--- src/rtl/mem_arb_pkg.sv ---
// Shared encodings for the unified memory-port arbiter.
// State codes and mux select values used by mem_port_arbiter.
package mem_arb_pkg;

  typedef enum logic [1:0] {
    ST_IDLE   = 2'd0,
    ST_BUSY_A = 2'd1,
    ST_BUSY_B = 2'd2
  } state_e;

  localparam logic SEL_A = 1'b0;
  localparam logic SEL_B = 1'b1;

endpackage

--- src/rtl/mux2.sv ---
// Generic two-input mux; s=0 picks d0, s=1 picks d1.
module mux2 #(
  parameter int W = 32
) (
  input  logic [W-1:0] d0_i,
  input  logic [W-1:0] d1_i,
  input  logic         sel_i,
  output logic [W-1:0] y_o
);

  assign y_o = sel_i ? d1_i : d0_i;

endmodule

--- src/rtl/mem_port_arbiter.sv ---
// Round-robin arbiter sharing one memory port between fetch (A) and
// load/store (B), with ready handshake and per-transaction timeout.
module mem_port_arbiter
  import mem_arb_pkg::*;
#(
  parameter int ADDR_WIDTH = 32,
  parameter int DATA_WIDTH = 32,
  parameter int TIMEOUT    = 16
) (
  input  logic                  clk,
  input  logic                  reset,
  input  logic                  a_req,
  input  logic [ADDR_WIDTH-1:0] a_addr,
  input  logic                  a_we,
  input  logic [DATA_WIDTH-1:0] a_wdata,
  output logic                  a_done,
  output logic                  a_err,
  input  logic                  b_req,
  input  logic [ADDR_WIDTH-1:0] b_addr,
  input  logic                  b_we,
  input  logic [DATA_WIDTH-1:0] b_wdata,
  output logic                  b_done,
  output logic                  b_err,
  output logic                  mem_req,
  output logic [ADDR_WIDTH-1:0] mem_addr,
  output logic                  mem_we,
  output logic [DATA_WIDTH-1:0] mem_wdata,
  input  logic                  mem_ready,
  input  logic [DATA_WIDTH-1:0] mem_rdata,
  output logic [DATA_WIDTH-1:0] rdata,
  output logic                  sel,
  output logic                  busy
);

  localparam int CW   = (TIMEOUT == 0) ? 1 : $clog2(TIMEOUT + 1);
  localparam int TLIM = (TIMEOUT == 0) ? 0 : TIMEOUT - 1;
  localparam logic [CW-1:0] CNT_LAST = CW'(TLIM);
  localparam bit TO_EN = (TIMEOUT != 0);

  state_e        state_q, state_d;
  logic          sel_q, sel_d;
  logic          last_q, last_d;
  logic [CW-1:0] cnt_q, cnt_d;
  logic          grant_b;
  logic          tmo;
  logic          fin;
  logic          we_mux;

  always_ff @(posedge clk) begin
    if (reset) begin
      state_q <= ST_IDLE;
      sel_q   <= SEL_A;
      last_q  <= SEL_B;
      cnt_q   <= '0;
    end else begin
      state_q <= state_d;
      sel_q   <= sel_d;
      last_q  <= last_d;
      cnt_q   <= cnt_d;
    end
  end

  always_comb begin
    state_d = state_q;
    sel_d   = sel_q;
    last_d  = last_q;
    cnt_d   = cnt_q;
    grant_b = 1'b0;
    tmo     = 1'b0;
    fin     = 1'b0;
    mem_req = 1'b0;
    busy    = 1'b0;
    a_done  = 1'b0;
    a_err   = 1'b0;
    b_done  = 1'b0;
    b_err   = 1'b0;
    unique case (state_q)
      ST_IDLE: begin
        // On a tie, B wins only if A was served last
        grant_b = b_req & (~a_req | (last_q == SEL_A));
        if (a_req | b_req) begin
          state_d = grant_b ? ST_BUSY_B : ST_BUSY_A;
          sel_d   = grant_b ? SEL_B : SEL_A;
          last_d  = grant_b ? SEL_B : SEL_A;
          cnt_d   = '0;
        end
      end
      ST_BUSY_A, ST_BUSY_B: begin
        mem_req = 1'b1;
        busy    = 1'b1;
        tmo     = TO_EN & ~mem_ready & (cnt_q == CNT_LAST);
        fin     = mem_ready | tmo;
        if (fin) begin
          state_d = ST_IDLE;
        end else begin
          cnt_d = cnt_q + CW'(1);
        end
        // A transaction killed by reset reports nothing
        a_done = fin & ~reset & (state_q == ST_BUSY_A);
        b_done = fin & ~reset & (state_q == ST_BUSY_B);
        a_err  = tmo & ~reset & (state_q == ST_BUSY_A);
        b_err  = tmo & ~reset & (state_q == ST_BUSY_B);
      end
      default: state_d = ST_IDLE;
    endcase
  end

  mux2 #(.W(ADDR_WIDTH)) u_mux_addr (
    .d0_i (a_addr),
    .d1_i (b_addr),
    .sel_i(sel_q),
    .y_o  (mem_addr)
  );

  mux2 #(.W(DATA_WIDTH)) u_mux_wdata (
    .d0_i (a_wdata),
    .d1_i (b_wdata),
    .sel_i(sel_q),
    .y_o  (mem_wdata)
  );

  mux2 #(.W(1)) u_mux_we (
    .d0_i (a_we),
    .d1_i (b_we),
    .sel_i(sel_q),
    .y_o  (we_mux)
  );

  assign mem_we = we_mux & mem_req;
  assign rdata  = mem_rdata;
  assign sel    = sel_q;

endmodule

--- config.mk ---
export PLATFORM = sky130hd
export DESIGN_NAME = mem_port_arbiter
export DESIGN_NICKNAME = d
export VERILOG_FILES = /design/src/rtl/mem_arb_pkg.sv /design/src/rtl/mux2.sv /design/src/rtl/mem_port_arbiter.sv
export SDC_FILE = /design/constraint.sdc
export NUM_CORES = 1
export LEC_CHECK = 0
export ABC_AREA = 1
export BUFFER_PORTS_ARGS = -buffer_cell sky130_fd_sc_hd__buf_2
export CAP_MARGIN = 20
export CORE_AREA = 4 4 102 104
export CTS_CLUSTER_DIAMETER = 200
export CTS_CLUSTER_SIZE = 20
export DETAILED_ROUTE_END_ITERATION = 12
export DIE_AREA = 0 0 106 108
export PLACE_DENSITY = 0.56
export SKIP_CTS_REPAIR_TIMING = 1
export SLEW_MARGIN = 20
export SYNTH_ARGS = -nofsm -noshare
export SYNTH_HDL_FRONTEND = slang
export SYNTH_SLANG_ARGS = --single-unit
--- constraint.sdc ---
create_clock -name clk -period 1.6 [get_ports clk]
set_input_delay 0.08 -clock clk [delete_from_list [all_inputs] [get_ports clk]]
set_output_delay 0.08 -clock clk [all_outputs]
set_load 0.005 [all_outputs]
==> results <==
- In this run the critical register-to-register path is launched from cnt_q[1].
- The clock insertion delay at the later pin of the skew report is 0.23 ns.
- The final weighted congestion of routability-driven global placement is 0.746.
- The number of sinks handled by clock tree synthesis is 9.
- The multi-input logic area is 0.00112 mm2.
- The post-layout instance area is 0.00267 mm2.
- STA puts the critical path data required time at 1.52 ns.
- Compared with the post-synthesis result, the final layout area differs by 64.3%.
- The worst setup path is captured at an output port.
- Once detail routing completed, the nets flagged for antenna violations numbered 0.
- Along the worst path, the maximum fanout reaches 3.
- The transition time at the pin with the least slew margin is 0.336 ns.
- In the post-route analysis, the smallest setup slack over all paths is 0.00384 ns.
- The endpoint identified for the worst register-to-register timing path is cnt_q[1].
- In this run the cell area measured after placement is 0.00256 mm2.
- The worst setup slack before clock tree synthesis is 0.0485 ns.
- The number of maximum-capacitance constraint violations is 0.
- The final layout net count is 669.
- In this run the static leakage power is 0.00170 uW.
- Setup repair after global routing could not meet its margin everywhere.
- In this run, synthesis produced a sequential element count of 9.
- On the critical path, the stage with the largest delay is an instance of dfxtp_2.
- Clock skew on the completed layout was measured at 0.00244 ns.
- In the global route stage, overall resource usage came out at 12.3%.
- The number of buffers and inverters on the critical path is 2.
- The height of the die is 108 um.
- Counting distinct cell types in the post-synthesis netlist gives 19.
- The first global-routing pass estimated 11.3 mm of wire.
- The total I/O pin count is 271.
- For the worst flop-to-flop path, the logic depth is 11.
- The combinational family with the most area after synthesis is simple AND/OR/NAND/NOR gates.
- For this run, the register share of the synthesized area comes to 11.1%.
- Global routing finished with a remaining overflow of 0.
- The net count after synthesis is 498.
- The routed design could run at a clock period as short as 1.60 ns.
- Detailed placement finished with a half-perimeter wire length of 7.13 mm.
- The highest clock frequency the design can meet is 627 MHz.
- After detailed routing, the average wire length per cell comes to 13.2 um.
- The flip-flop and latch area is 185 um2.
- In the final layout, the share of cells above drive strength 1 is 47.8%.
- The gate family responsible for the most delay along the worst path is simple AND/OR/NAND/NOR gates.
- At the worst endpoint, the arrival time is 1.52 ns.
- The final layout contains routed wiring with a total length of 8.29 mm.
- The critical path goes through ha_4 > inv_2 > nor3_2 > ha_2 > nand3b_1 > nor3_1 > buf_2.
- The gate count of the mapped netlist is 326.
- The final setup violation count is 0.
- After floorplanning, the core was divided into 36 placement rows.
- The die footprint is 0.0114 mm2.
- During placement, the flow inserted port buffers numbering 206.
- TritonCTS built the clock tree.
- The routed layout has 2456 vias.
- The worst setup path is launched from a flip-flop.
- The number of global-route vias before repair was 2176.
- For this run, design rule violations remaining after detail routing come to 0.
- In this run the mean area of a mapped cell was 4.99 um2.
- Summing the areas of all and, or, nand and nor instances in the mapped netlist gives 58.9% of the synthesized area.
- The final max-slew violation count was 0.
- The worst hold path was traced through 2 stages.
- The critical path is of the flip-flop to output port type.
- Dividing the final minimum period by the clock period gives 99.8%.
- The first detailed-routing pass ran for 5 iterations.
- The per-cell via count in the routed design is 3.90.
- The total area inside the core boundary comes to 0.00955 mm2.
- The longest clock path from root to sink contains 2 buffers.
- The hold violation total from the final report is 0.
- The starting density of the core is 17.0%.
- The worst-case hold path end point is state_q[0].
- Summing the areas of all xor and xnor instances in the mapped netlist gives 0% of the synthesized area.
- Clock-pin slew was measured on the worst setup and hold paths at 0.05 ns.
- After the first detailed-routing iteration, the DRC count stood at 157.
- In this run the number of H-tree levels came out at 1.
- The mapped cell area is 0.00163 mm2.
- The width of the die is 106 um.
- The worst-case register-to-register setup slack is 0.09 ns.
- The maximum VDD drop is 0.468 mV.
- The tree is rooted in a clkbuf_8.
- The share of synthesized cell area in full adder, half adder and majority cells is 3.85%.
- The initial antenna violation count is 0.
- The share of synthesized area spent on multiplexers is 0%.
- After filler insertion, the fill cell instance count of the layout stands at 1124.
- In this run the tightest slew margin relative to its limit is 77.6%.
- The total power per unit cell area is 705 mW/mm2.
- The beginning of the worst hold path is reset.
- The run finished with clean final reports.
- The final antenna diode count is 0.
- In this run the worst hold path is classified as input pin to flip-flop.
- The number of clock buffers added by TritonCTS is 3.
- The largest net degree at the start of global routing is 66.
- The compound-cell area share of the yosys netlist is 3.62%.
- The number of warnings reported in the yosys synthesis log is 0.
- The biggest cell delay along the critical path is 0.35 ns.
cells in the mapped netlist (all sizes together):
cell | count | area (um2)
a21oi | 7 | 38.8
buf | 44 | 303
clkbuf | 3 | 11.3
dfxtp | 9 | 180
ha | 5 | 62.6
inv | 14 | 52.6
nand2 | 214 | 836
nand3 | 9 | 45.0
nand3b | 1 | 7.51
nand4 | 1 | 6.26
nor2 | 10 | 37.5
nor3 | 5 | 25.0
o21ai | 4 | 20.0
report_power, final:
| part | total (uW) | internal, uW | switching, uW |
|---|---|---|---|
| logic | 1320 | 582 | 738 |
| clock network | 264 | 174 | 90.1 |
| registers | 299 | 267 | 32.3 |
layout make-up:
type / count / area share [%]
Timing Repair Buffer: 213 / 41.0
Multi-Input combinational cell: 256 / 42.1
Clock buffer: 4 / 1.69
Tap cell: 133 / 6.23
Sequential cell: 9 / 6.94
Inverter: 14 / 1.97
per-layer routing:
layer / wire length [um] / track usage, % / vias to the layer above / part of all wire, %
li1: - / - / 1290 / -
met3: 1260 / 7.52 / 8 / 15
met4: 55 / 1.85 / 0 / 0.66
met5: 0 / 0 / - / 0
met1: 2910 / 13.5 / 1025 / 35
met2: 4070 / 20.9 / 133 / 49
cells in the final DEF (no fill, tap or decap), drive strengths merged:
cell type  instances
nand2            214
buf              213
inv               14
nor2              10
nand3              9
dfxtp              9
a21oi              7
nor3               5
ha                 5
clkbuf             4
o21ai              4
nand3b             1
nand4              1
state kept, by name (all words and copies together) (netlist names):
register	flops
cnt_q	5
state_q	2
last_q	1
sel	1
worst reg2reg max path, stage by stage (launching register included):
cell and delay [ns]:
dfxtp_2 0.35, ha_4 0.14, inv_2 0.04, nor3_2 0.15, ha_2 0.22, nor2_1 0.06, nand2_2 0.10, nand2_4 0.10
nand2_4 0.08, nand2_1 0.06, nand2_1 0.06, nor2_1 0.04
stage by stage:
step | TNS (ns) | cells | total power (uW) | hold WS [ns] | utilization, %
finish | 0 | 629 | 1880 | 0.0813 | 28.0
detailed placement | 0 | 623 | 1560 | 0.160 | 26.8
global placement | 0 | 623 | 1550 | 0.160 | 26.8
CTS | -0.238 | 627 | 1840 | 0.0827 | 27.3
floorplan | 0 | 326 | 1030 | 0.142 | -
global route | -0.193 | 629 | 2080 | 0.0913 | 28.0
kinds of logic after synthesis:
family / after synthesis
AOI/OAI and AO/OA: 11
adders and majority gates: 5
DFF: 9
buffers and inverters: 61
and+or+nand+nor: 240
how the worst max path moves through the flow:
stage | from | to | depth (start not counted)
2_1_floorplan | cnt_q[0] | cnt_q[1] | 10
3_3_place_gp | cnt_q[1] | cnt_q[1] | 11
3_5_place_dp | cnt_q[1] | cnt_q[1] | 11
4_1_cts | cnt_q[1] | a_done | 7
5_1_grt | cnt_q[1] | a_done | 7
6_report | cnt_q[1] | a_err | 7
Note: power is estimated with default switching activity, not from simulation.
